<file path="src/rtl/mc14500_program_loader_pkg.sv">
// Shared loader types: FSM state encoding and the frame sync byte.
package mc14500_program_loader_pkg;

  localparam logic [7:0] LOADER_SYNC = 8'hA5;

  typedef enum logic [2:0] {
    ST_IDLE,
    ST_LEN_HI,
    ST_LEN_LO,
    ST_DATA,
    ST_WRITE,
    ST_CHK,
    ST_DONE,
    ST_ERR
  } loader_state_t;

endpackage

</file>
<file path="src/rtl/mc14500_program_loader.sv">
// Byte-stream program loader: frames SYNC/LEN/data into ROM words, holds the core until done.
// Write strobe one cycle after the last byte of a word; in_ready low only during that write cycle.
// LOADER_CHECKSUM_EN adds a trailing XOR checksum byte (CHK state).
module mc14500_program_loader
  import mc14500_program_loader_pkg::*;
#(
  parameter int ADDR = 12,
  parameter int CODE = 4,
  parameter int WORD = ADDR + CODE
) (
  input  logic            clk,
  input  logic            rst,
  input  logic            in_valid,
  input  logic [7:0]      in_data,
  output logic            in_ready,
  output logic            program_write,
  output logic [WORD-1:0] program_cmd,
  output logic [ADDR-1:0] program_addr,
  output logic            cpu_hold,
  output logic            done,
  output logic            error
);

  localparam int NB = (WORD + 7) / 8;
  localparam int AW = NB * 8;
  localparam int BW = (NB > 1) ? $clog2(NB) : 1;
  localparam logic [31:0] MAX_WORDS = 32'd1 << ADDR;

  loader_state_t   state_q, state_d;
  logic [7:0]      len_hi_q, len_hi_d;
  logic [15:0]     cnt_q, cnt_d;
  logic [ADDR-1:0] addr_q, addr_d;
  logic [BW-1:0]   byte_cnt_q, byte_cnt_d;
  logic [AW-1:0]   asm_q, asm_d;
  logic            rdy_q, rdy_d;
  logic            done_q, done_d;
  logic            error_q, error_d;
  logic [15:0]     len_word;
  logic            xfer;
`ifdef LOADER_CHECKSUM_EN
  logic [7:0]      chk_q, chk_d;
`endif

  assign xfer     = in_valid & rdy_q;
  assign len_word = {len_hi_q, in_data};

  always_comb begin
    state_d    = state_q;
    len_hi_d   = len_hi_q;
    cnt_d      = cnt_q;
    addr_d     = addr_q;
    byte_cnt_d = byte_cnt_q;
    asm_d      = asm_q;
    done_d     = done_q;
    error_d    = error_q;
`ifdef LOADER_CHECKSUM_EN
    chk_d      = chk_q;
    if (xfer && (state_q == ST_LEN_HI || state_q == ST_LEN_LO || state_q == ST_DATA)) begin
      chk_d = chk_q ^ in_data;
    end
`endif
    case (state_q)
      ST_IDLE, ST_DONE, ST_ERR: begin
        if (xfer && in_data == LOADER_SYNC) begin
          state_d = ST_LEN_HI;
          done_d  = 1'b0;
          error_d = 1'b0;
`ifdef LOADER_CHECKSUM_EN
          chk_d   = 8'h00;
`endif
        end
      end
      ST_LEN_HI: begin
        if (xfer) begin
          len_hi_d = in_data;
          state_d  = ST_LEN_LO;
        end
      end
      ST_LEN_LO: begin
        if (xfer) begin
          if (len_word == 16'd0) begin
`ifdef LOADER_CHECKSUM_EN
            state_d = ST_CHK;
`else
            state_d = ST_DONE;
            done_d  = 1'b1;
`endif
          end else if ({16'd0, len_word} > MAX_WORDS) begin
            state_d = ST_ERR;
            error_d = 1'b1;
          end else begin
            addr_d     = '0;
            cnt_d      = len_word;
            byte_cnt_d = '0;
            state_d    = ST_DATA;
          end
        end
      end
      ST_DATA: begin
        if (xfer) begin
          asm_d = (asm_q << 8) | AW'(in_data);
          if (byte_cnt_q == BW'(NB - 1)) begin
            byte_cnt_d = '0;
            state_d    = ST_WRITE;
          end else begin
            byte_cnt_d = byte_cnt_q + 1'b1;
          end
        end
      end
      ST_WRITE: begin
        // Address wraps to 0 after the last legal word; no write follows it.
        addr_d = addr_q + 1'b1;
        cnt_d  = cnt_q - 16'd1;
        if (cnt_q == 16'd1) begin
`ifdef LOADER_CHECKSUM_EN
          state_d = ST_CHK;
`else
          state_d = ST_DONE;
          done_d  = 1'b1;
`endif
        end else begin
          state_d = ST_DATA;
        end
      end
`ifdef LOADER_CHECKSUM_EN
      ST_CHK: begin
        if (xfer) begin
          if (in_data == chk_q) begin
            state_d = ST_DONE;
            done_d  = 1'b1;
          end else begin
            state_d = ST_ERR;
            error_d = 1'b1;
          end
        end
      end
`endif
      default: state_d = ST_IDLE;
    endcase
    rdy_d = (state_d != ST_WRITE);
  end

  always_ff @(posedge clk or negedge rst) begin
    if (!rst) begin
      state_q    <= ST_IDLE;
      len_hi_q   <= 8'h00;
      cnt_q      <= 16'd0;
      addr_q     <= '0;
      byte_cnt_q <= '0;
      asm_q      <= '0;
      rdy_q      <= 1'b0;
      done_q     <= 1'b0;
      error_q    <= 1'b0;
`ifdef LOADER_CHECKSUM_EN
      chk_q      <= 8'h00;
`endif
    end else begin
      state_q    <= state_d;
      len_hi_q   <= len_hi_d;
      cnt_q      <= cnt_d;
      addr_q     <= addr_d;
      byte_cnt_q <= byte_cnt_d;
      asm_q      <= asm_d;
      rdy_q      <= rdy_d;
      done_q     <= done_d;
      error_q    <= error_d;
`ifdef LOADER_CHECKSUM_EN
      chk_q      <= chk_d;
`endif
    end
  end

  // Only a successful load releases the core.
  assign cpu_hold      = ~done_q;
  assign in_ready      = rdy_q;
  assign program_write = (state_q == ST_WRITE);
  assign program_cmd   = asm_q[WORD-1:0];
  assign program_addr  = addr_q;
  assign done          = done_q;
  assign error         = error_q;

endmodule

</file>
<file path="config.mk">
export PLATFORM = sky130hd
export DESIGN_NAME = mc14500_program_loader
export DESIGN_NICKNAME = d
export VERILOG_FILES = /design/src/rtl/mc14500_program_loader_pkg.sv /design/src/rtl/mc14500_program_loader.sv
export SDC_FILE = /design/constraint.sdc
export NUM_CORES = 1
export LEC_CHECK = 0
export BUFFER_PORTS_ARGS = -buffer_cell sky130_fd_sc_hd__buf_2
export CAP_MARGIN = 20
export CORE_MARGIN = 4
export CORE_UTILIZATION = 50
export DETAILED_ROUTE_END_ITERATION = 6
export GPL_TIMING_DRIVEN = 0
export PLACE_DENSITY = 0.79
export SLEW_MARGIN = 20
export SYNTH_ARGS = -nofsm -noshare
export SYNTH_HDL_FRONTEND = slang
export SYNTH_SLANG_ARGS = --single-unit
</file>
<file path="constraint.sdc">
create_clock -name clk -period 2.3 [get_ports clk]
set_clock_uncertainty 0.2 [all_clocks]
set_input_delay 0.345 -clock clk [delete_from_list [all_inputs] [get_ports clk]]
set_output_delay 0.345 -clock clk [all_outputs]
set_load 0.01 [all_outputs]
</file>
==> results_dict.tcl, run 1 <==
set metrics [dict create \
    maxSlewHeadroom 0.498 \
    antenna_found_initial 0 \
    syn_nets 311 \
    fmax_mhz 436 \
    ys_warn_count 0 \
    yosysMostFrequentCell "dfrtp_1" \
    timing.final.max_slew_violations 0 \
    grt_max_degree 60 \
    setup_violations 0 \
    num_rows 28 \
    leakage_nw 1.74 \
    first_pass_iters 5 \
    synthArstFlopShare 1.00 \
    synth-edff-count 0 \
    drive_gt1_frac 0.377 \
    top_layer_used "met4" \
    dp_hpwl_um 5210 \
    grt_pass1_wl_um 12900 \
    cp-start-kind "flip-flop" \
    initial_core_util 0.520 \
    grt_setup_unrepaired "yes" \
    end_kind "primary output" \
    clk_path_buf_depth 2 \
    path_clk_slew_ps 80 \
    port_buffers 43 \
    met1Wirelength_um 3440 \
    yosysSeqAreaShare 0.477 \
    drtIter0Drc 219 \
    clock_latency_ps 350 \
    synth_cell_type_count 60 \
    drc_errors 0 \
    grt_pass1_vias 2650 \
    maxCapViolCount 0 \
    htreeDepth 3 \
    yosysTopAreaCell "dfrtp_1" \
    peakVddDrop_v 0.000753 \
    synthCells 297 \
    finalWeightedCongestion 0.871 \
    setup_tns_ps 0 \
    synth_common_cells "dfrtp_1 (59), nand2_1 (26), mux2_2 (23)" \
    drt-vias-per-instance 6.18 \
    dieArea_um2 7520 \
    overflow 0 \
    synth-seq-cells 59 \
    clock_sink_count 59 \
    yosys-top-cells-area "dfrtp_1 (48%), mux2_2 (8.4%), nand2_1 (3.2%)" \
    synth_ff_type "dfrtp_1" \
    status "finished, final reports clean" \
    num_vias 2793 \
    nets 386 \
    required_ps 1750 \
    grt_use_total 0.223 \
    hp-class "in -> reg" \
    syn_area_um2 3100 \
    die_w_um 86.7 \
    postRouteWirelength_um 8190 \
    numCtsBuffers 9 \
    finalCritPeriodShare 0.998 \
    cts_tree "done" \
    arrival_ps 1750 \
    area_delta_synth_final_pct 25.6 \
    ioPinCount 44 \
    final_util 0.654 \
    finalHoldViolCount 0 \
    cp_max_fo 10 \
    dr_wl_met2_um 4070 \
    power_density_nw_per_um2 1240 \
    die-height_um 86.7 \
    worst_pin_slew_ps 753 \
    fin_crit_ps 2290 \
    crit_type "reg -> out" \
    synth_top_area_frac 0.477 \
    avgRoutedWirePerCell_um 18.1 \
    root_buffer "clkbuf_8" \
    drtAntennaViolNets 0 \
    dr_wl_met3_um 506 \
    avgSynthCellArea_um2 10.4 \
    core_area_um2 5960 \
    antennaDiodeCount 0 \
]
[cells by family (layout without fill, tap and decap cells)]
logic type	count (synthesis)	in the layout	synth area share
compound gates	79	79	0.172
fa+ha+maj	3	3	0.0121
buf+inv	23	103	0.0380
flops	59	59	0.477
mux	25	25	0.0901
simple gates	108	108	0.212
[worst max-delay path, stage by stage (launching register included)]
cell	delay [ps]
dfrtp_1	340
buf_6	140
or3b_1	370
buf_6	140
inv_2	60
buf_8	130
buf_8	110
buf_6	90
[flip-flops by register name (all words and copies together) (netlist names)]
signal,flops
done,1
state_q,3
in_ready,1
byte_cnt_q,1
program_addr,12
len_hi_q,8
cnt_q,16
program_cmd,16
error,1
[final timing paths]
kind	start	end	slack, ps	cells after the start
min in group asynchronous	rst	program_addr[2]$_DFFE_PN0P_	390	2
min reg2reg	error$_DFFE_PN0P_	error$_DFFE_PN0P_	300	1
max reg2reg	len_hi_q[3]$_DFFE_PN0P_	program_addr[11]$_DFFE_PN0P_	30	6
max in group asynchronous	rst	cnt_q[14]$_DFFE_PN0P_	1000	2
min	in_data[4]	len_hi_q[4]$_DFFE_PN0P_	100	3
max	state_q[2]$_DFF_PN0_	program_write	5	7
[layer usage]
metal,global-route usage,up-vias
li1,-,1272
met1,0.286,1386
met2,0.351,117
met3,0.0561,18
met4,0.108,0
met5,0,-
[report_power, final]
group | switching (mW) | total [mW] | internal [mW]
clock network | 0.492 | 0.900 | 0.408
registers | 0.337 | 1.75 | 1.41
logic | 1.18 | 2.18 | 1.00
total | 2.00 | 4.83 | 2.82
[through the flow]
step                      power (mW)  setup WS (ps)  area (um2)  instances  hold slack (ps)
after floorplan                 2.95            179        3100        297             -151
after global placement          3.46           -211        3410        415              273
after detailed placement        3.54           -265        3410        415              261
after CTS                       4.54          -7.41        3680        434             92.6
after global routing            5.15          -86.6        3890        452             98.3
final                           4.83           5.45        3890        452             96.2
[cell type report]
type / instances / area, um2
Clock buffer: 9 / 124
Inverter: 9 / 33.8
Sequential cell: 59 / 1480
Clock inverter: 7 / 61.3
Buffer: 13 / 116
Timing Repair Buffer: 65 / 392
Multi-Input combinational cell: 215 / 1600
Fill cell: 461 / 2060
Tap cell: 75 / 93.8
[placed cells by master (no fill, tap or decap), drive strengths merged, types with 3 or more instances in the layout]
cell type / synthesis / layout
buf: 10 / 74
dfrtp: 59 / 59
nand2: 27 / 27
mux2: 23 / 23
o21ai: 22 / 22
nor2: 19 / 19
a21oi: 17 / 17
nand3: 14 / 14
clkbuf: 4 / 12
inv: 9 / 12
nor4: 7 / 7
nor3: 7 / 7
and3: 6 / 6
a31oi: 6 / 6
nand4: 5 / 5
or3: 4 / 4
o21a: 4 / 4
o31ai: 4 / 4
or4: 4 / 4
a22oi: 3 / 3
a221o: 3 / 3
o31a: 3 / 3
nand2b: 3 / 3
ha: 3 / 3
[what timing repair did]
| action | in CTS | in global routing |
|---|---|---|
| setup buffers | 3 | 18 |
| gates resized for setup | 14 | 16 |
| hold buffers | 1 | 0 |
| gates cloned | 0 | 0 |
| pin swaps | 2 | 10 |
| hold endpoints to repair | 59 | 0 |
| endpoints found under the setup margin | 28 | 37 |
Note: power is estimated with default switching activity, not from simulation.
==> inputs of run 2 (changes only) <==
- CORE_UTILIZATION: 50 -> 35
- CTS_CLUSTER_SIZE: unset -> 12
- PLACE_DENSITY: 0.79 -> 0.63
==> run 2 against run 1 <==
Critical endpoint is now cnt_q[2]$_DFFE_PN0P_. First-iteration DRC count is 23% lower. Via count is 3.5% lower. Worst hold slack gained 13 ps. Largest cell class unchanged. Utilization fell by 19 points. Sequential share of layout area shrank 1.2 points.
==> results_dict.tcl, run 2 (same netlist as run 1, synthesis figures left out) <==
set metrics [dict create \
    htreeDepth 3 \
    fin_crit_ps 2260 \
    status "finished, final reports clean" \
    grt_pass1_vias 2557 \
    final_common_cell "dfrtp_1" \
    dieArea_um2 10400 \
    maxSlewHeadroom 0.497 \
    peakVddDrop_v 0.000478 \
    p_clk_frac 0.189 \
    nets 387 \
    drt-vias-per-instance 5.54 \
    cp_max_fo 7 \
    worstPathCellList "buf_6, or3b_1, buf_6, nor4b_1, mux2i_2, o221a_2" \
    drive_gt1_frac 0.392 \
    final_cell_mix "dfrtp_1 (58), buf_2 (42), nand2_1 (24)" \
    dp_cells 448 \
    overflow 0 \
    clk_path_buf_depth 2 \
    power.net_switching_mw 1.95 \
    worst_pin_slew_ps 755 \
    fmax_mhz 443 \
    finalHoldViolCount 0 \
    antenna_found_initial 0 \
    die-height_um 102 \
    pwr-share-seq 0.352 \
    port_buffers 43 \
    slowest_stage "dfrtp_1" \
    clock_latency_ps 340 \
    arrival_ps 2280 \
    hp-class "in -> reg" \
    p_comb_frac 0.460 \
    drtIter0Drc 169 \
    cp_common_cell "buf_6" \
    dp_hpwl_um 5530 \
    ioPinCount 44 \
    internal_power_mw 3.04 \
    core_area_um2 8680 \
    root_buffer "clkbuf_8" \
    initial_core_util 0.357 \
    cts_tree "done" \
    grt_max_degree 60 \
    die_w_um 102 \
    drc_errors 0 \
    drtAntennaViolNets 0 \
    avgRoutedWirePerCell_um 17.3 \
    numCtsBuffers 9 \
    area_delta_synth_final_pct 29.8 \
    grt_pass1_wl_um 13000 \
    clock_sink_count 59 \
    cp-start-kind "flip-flop" \
    grt_use_total 0.161 \
    grt_setup_unrepaired "yes" \
    num_vias 2694 \
    slowest_delay_ps 370 \
    design_power_total_mw 4.99 \
    final_cells 486 \
    path_clk_slew_ps 70 \
    finalWeightedCongestion 0.824 \
    finalCritPeriodShare 0.982 \
    power_density_nw_per_um2 1240 \
    setup_violations 0 \
    maxCapViolCount 0 \
    antennaDiodeCount 0 \
    critPathTopFamily "simple AND/OR/NAND/NOR gates" \
    swShare 0.391 \
    cp_num_buf_inv 2 \
    num_rows 34 \
    crit_type "reg -> reg" \
    leakage_nw 1.78 \
    first_pass_iters 4 \
    required_ps 2320 \
    end_kind "flip-flop" \
    postRouteWirelength_um 8390 \
    timing.final.max_slew_violations 0 \
]
-- run 2: cell types whose count changed in the layout (fill, tap and decap cells not counted), moves of 2 or more --
cell	previous run	this run
o21ai_2	0	2
clkinv_2	0	3
o21ai_0	19	14
o21ai_1	2	5
buf_4	23	21
nor2_1	17	15
nor2_2	0	2
clkbuf_16	0	2
inv_6	2	0
clkinv_4	2	0
-- run 2: final timing paths --
check	start	endpoint	slack, ps	cells after the start
max in group asynchronous	rst	len_hi_q[3]$_DFFE_PN0P_	960	2
max reg2reg	state_q[2]$_DFF_PN0_	cnt_q[2]$_DFFE_PN0P_	40	6
min reg2reg	error$_DFFE_PN0P_	error$_DFFE_PN0P_	300	1
min	in_data[4]	len_hi_q[4]$_DFFE_PN0P_	110	3
max	state_q[2]$_DFF_PN0_	cnt_q[2]$_DFFE_PN0P_	40	6
min in group asynchronous	rst	program_cmd[1]$_DFFE_PN0P_	420	2
-- run 2: per-layer routing --
layer	part of all wire	global-route usage	routed length, um
met1	0.44	0.207	3680
met2	0.49	0.265	4100
met3	0.047	0.0348	394
met4	0.026	0.0666	218
met5	0	0	0
-- run 2: final cells by class --
| cell class | count | area (um2) |
|---|---|---|
| fill | 836 | 4660 |
| multi-input combinational | 215 | 1620 |
| sequential | 59 | 1480 |
| timing repair buffer | 66 | 438 |
| clock buffer | 11 | 141 |
| tap | 108 | 135 |
| buffer | 13 | 126 |
| clock inverter | 5 | 52.6 |
| inverter | 9 | 36.3 |
-- run 2: what timing repair did --
item / 4_1_cts / 5_1_grt
gates cloned: 0 / 3
pin swaps: 3 / 12
hold buffers: 1 / 0
resized for setup: 13 / 37
endpoints found under the setup margin: 27 / 42
endpoints found under the hold margin: 59 / 0
setup buffers: 2 / 17
-- run 2: worst reg2reg max path: cells and delay by family, from the launching register on --
family          cells  cell delay [ps]
flops               1              370
mux                 1              250
buf+inv             2              290
compound gates      1              330
simple gates        2              710
-- run 2: power by group through the flow --
stage | Sequential (mW) | Combinational (mW) | Clock, mW
floorplan | 1.78 | 1.17 | 0
detailed placement | 1.77 | 1.79 | 0
finish | 1.75 | 2.29 | 0.941
CTS | 1.74 | 1.87 | 0.960
global placement | 1.74 | 1.75 | 0
global route | 1.81 | 2.50 | 0.999
-- run 2: through the flow --
step | utilization | setup TNS [ps] | instance area [um2] | hold slack (ps) | worst slack [ps]
after global routing | 0.464 | -277 | 4020 | 129 | -57.1
after global placement | 0.397 | -3190 | 3450 | 273 | -238
after detailed placement | 0.398 | -4220 | 3450 | 264 | -275
after floorplan | - | 0 | 3100 | -151 | 179
final | 0.464 | 0 | 4020 | 109 | 42.1
after CTS | 0.429 | -112 | 3720 | 97.3 | -35.8
==> inputs of run 3 (changes only) <==
--- a/constraint.sdc
+++ b/constraint.sdc
@@ -4,2 +4,2 @@
 set_output_delay 0.345 -clock clk [all_outputs]
-set_load 0.01 [all_outputs]
+set_load 0.005 [all_outputs]
==> run 3 against run 2 <==
Utilization fell by 0.13 points. Clock power is essentially flat. Worst setup slack lost 33 ps.
==> results_dict.tcl, run 3 (same netlist as run 1, synthesis figures left out) <==
set metrics [dict create \
    status "finished, final reports clean" \
    first_pass_iters 4 \
    dieArea_um2 10400 \
    core_area_um2 8680 \
    cts_tree "done" \
    drtAntennaViolNets 0 \
    holdPathEnd "len_hi_q[4]$_DFFE_PN0P_" \
    met2_usage 0.272 \
    arrival_ps 2320 \
    grt_pass1_vias 2598 \
    crit_type "reg -> reg" \
    worst_pin_slew_ps 746 \
    grt_max_degree 60 \
    grt_use_total 0.165 \
    slowest_delay_ps 380 \
    die_w_um 102 \
    postRouteWirelength_um 8520 \
    nets 389 \
    final_util 0.462 \
    grt_use_met3 0.0355 \
    dp_hpwl_um 5530 \
    maxCapViolCount 0 \
    finalWeightedCongestion 0.824 \
    multi_input_area_um2 1620 \
    leakage_nw 1.78 \
    finalHoldViolCount 0 \
    postPlaceCellArea_um2 3450 \
    initial_core_util 0.357 \
    die-height_um 102 \
    grt_setup_unrepaired "yes" \
    power_density_nw_per_um2 1230 \
    hp-start "in_data[4]" \
    ioPinCount 44 \
    busiest_layer "met2" \
    clk_path_buf_depth 2 \
    fmax_mhz 437 \
    antenna_found_initial 0 \
    num_vias 2714 \
    area_delta_synth_final_pct 29.5 \
    reg2reg_slack_ps 9 \
    cp-start-kind "flip-flop" \
    drt-vias-per-instance 5.56 \
    drive_gt1_frac 0.389 \
    drtIter0Drc 149 \
    worstPathCellList "buf_6, or3b_1, buf_6, or2_4, buf_4, o21ai_0, a31oi_2, a21o_1" \
    overflow 0 \
    port_buffers 43 \
    numCtsBuffers 9 \
    cp_max_fo 10 \
    fin_crit_ps 2290 \
    timing.final.max_slew_violations 0 \
    rr_startpoint "state_q[2]$_DFF_PN0_" \
    final_cells 488 \
    global_route.usage.met1 0.210 \
    nFillCells 839 \
    maxSlewHeadroom 0.503 \
    root_buffer "clkbuf_8" \
    seq_area_um2 1480 \
    avgRoutedWirePerCell_um 17.5 \
    drc_errors 0 \
    htreeDepth 3 \
    grt_pass1_wl_um 13300 \
    setup_tns_ps 0 \
    clock_latency_ps 340 \
    slowest_stage "dfrtp_1" \
    num_rows 34 \
    r2r_cells 8 \
    peakVddDrop_v 0.000432 \
    cp_common_cell "buf_6" \
    required_ps 2330 \
    dp_cells 448 \
    r2r-end "cnt_q[10]$_DFFE_PN0P_" \
    clock_sink_count 59 \
    cp_num_buf_inv 3 \
    path_clk_slew_ps 70 \
    hp-class "in -> reg" \
    critPathTopFamily "simple AND/OR/NAND/NOR gates" \
    design_power_total_mw 4.92 \
    worst-path-stages 8 \
    antennaDiodeCount 0 \
    final_area_um2 4010 \
    final_cell_mix "dfrtp_1 (58), buf_2 (43), nand2_1 (24)" \
    finalCritPeriodShare 0.996 \
    worstHoldPathCells 3 \
    end_kind "flip-flop" \
    final_common_cell "dfrtp_1" \
    setup_violations 0 \
]
run 3: worst max path at each step:
stage,end,start
floorplan,program_addr[10]$_DFFE_PN0P_,state_q[2]$_DFF_PN0_
global placement,program_addr[3]$_DFFE_PN0P_,in_data[1]
detailed placement,state_q[0]$_DFF_PN0_,cnt_q[10]$_DFFE_PN0P_
CTS,cnt_q[10]$_DFFE_PN0P_,state_q[2]$_DFF_PN0_
global route,program_addr[3]$_DFFE_PN0P_,len_hi_q[1]$_DFFE_PN0P_
finish,cnt_q[10]$_DFFE_PN0P_,state_q[2]$_DFF_PN0_
run 3: timing repair:
item,CTS,global route
gates cloned,0,3
hold endpoints to repair,59,0
gates resized for setup,17,28
setup endpoints to repair,27,37
setup buffers,7,14
pin swaps,4,14
hold buffers,1,0
run 3: area by class of cell:
type                       instances  share of cell area
buffer                            13              0.0306
inverter                           9             0.00905
multi-input combinational        216               0.404
sequential                        59               0.368
clock inverter                     5              0.0131
timing repair buffer              67               0.106
clock buffer                      11              0.0352
tap                              108              0.0337
run 3: power by group:
part	internal (mW)	total (mW)	leakage, nW	switching, mW
combinational	1.08	2.23	0.953	1.14
clock	0.524	0.943	0.0991	0.419
sequential	1.42	1.75	0.728	0.334
run 3: through the flow:
step	hold slack (ps)	setup WS, ps
floorplan	-151	179
global placement	273	-238
detailed placement	264	-275
CTS	97.3	4.37
global route	129	-56.2
finish	110	9.23
run 3: metal layers:
layer | part of all wire | up-vias | wire [um]
met3 | 0.043 | 18 | 370
met4 | 0.026 | 0 | 222
met2 | 0.50 | 69 | 4230
li1 | - | 1278 | -
met1 | 0.43 | 1349 | 3700
met5 | 0 | - | 0
run 3: worst reg2reg max path, delay by kind of cell, from the launching register on:
kind            cells  cell delay, ps
simple gates        2             640
flops               1             380
buf+inv             3             490
compound gates      3             480
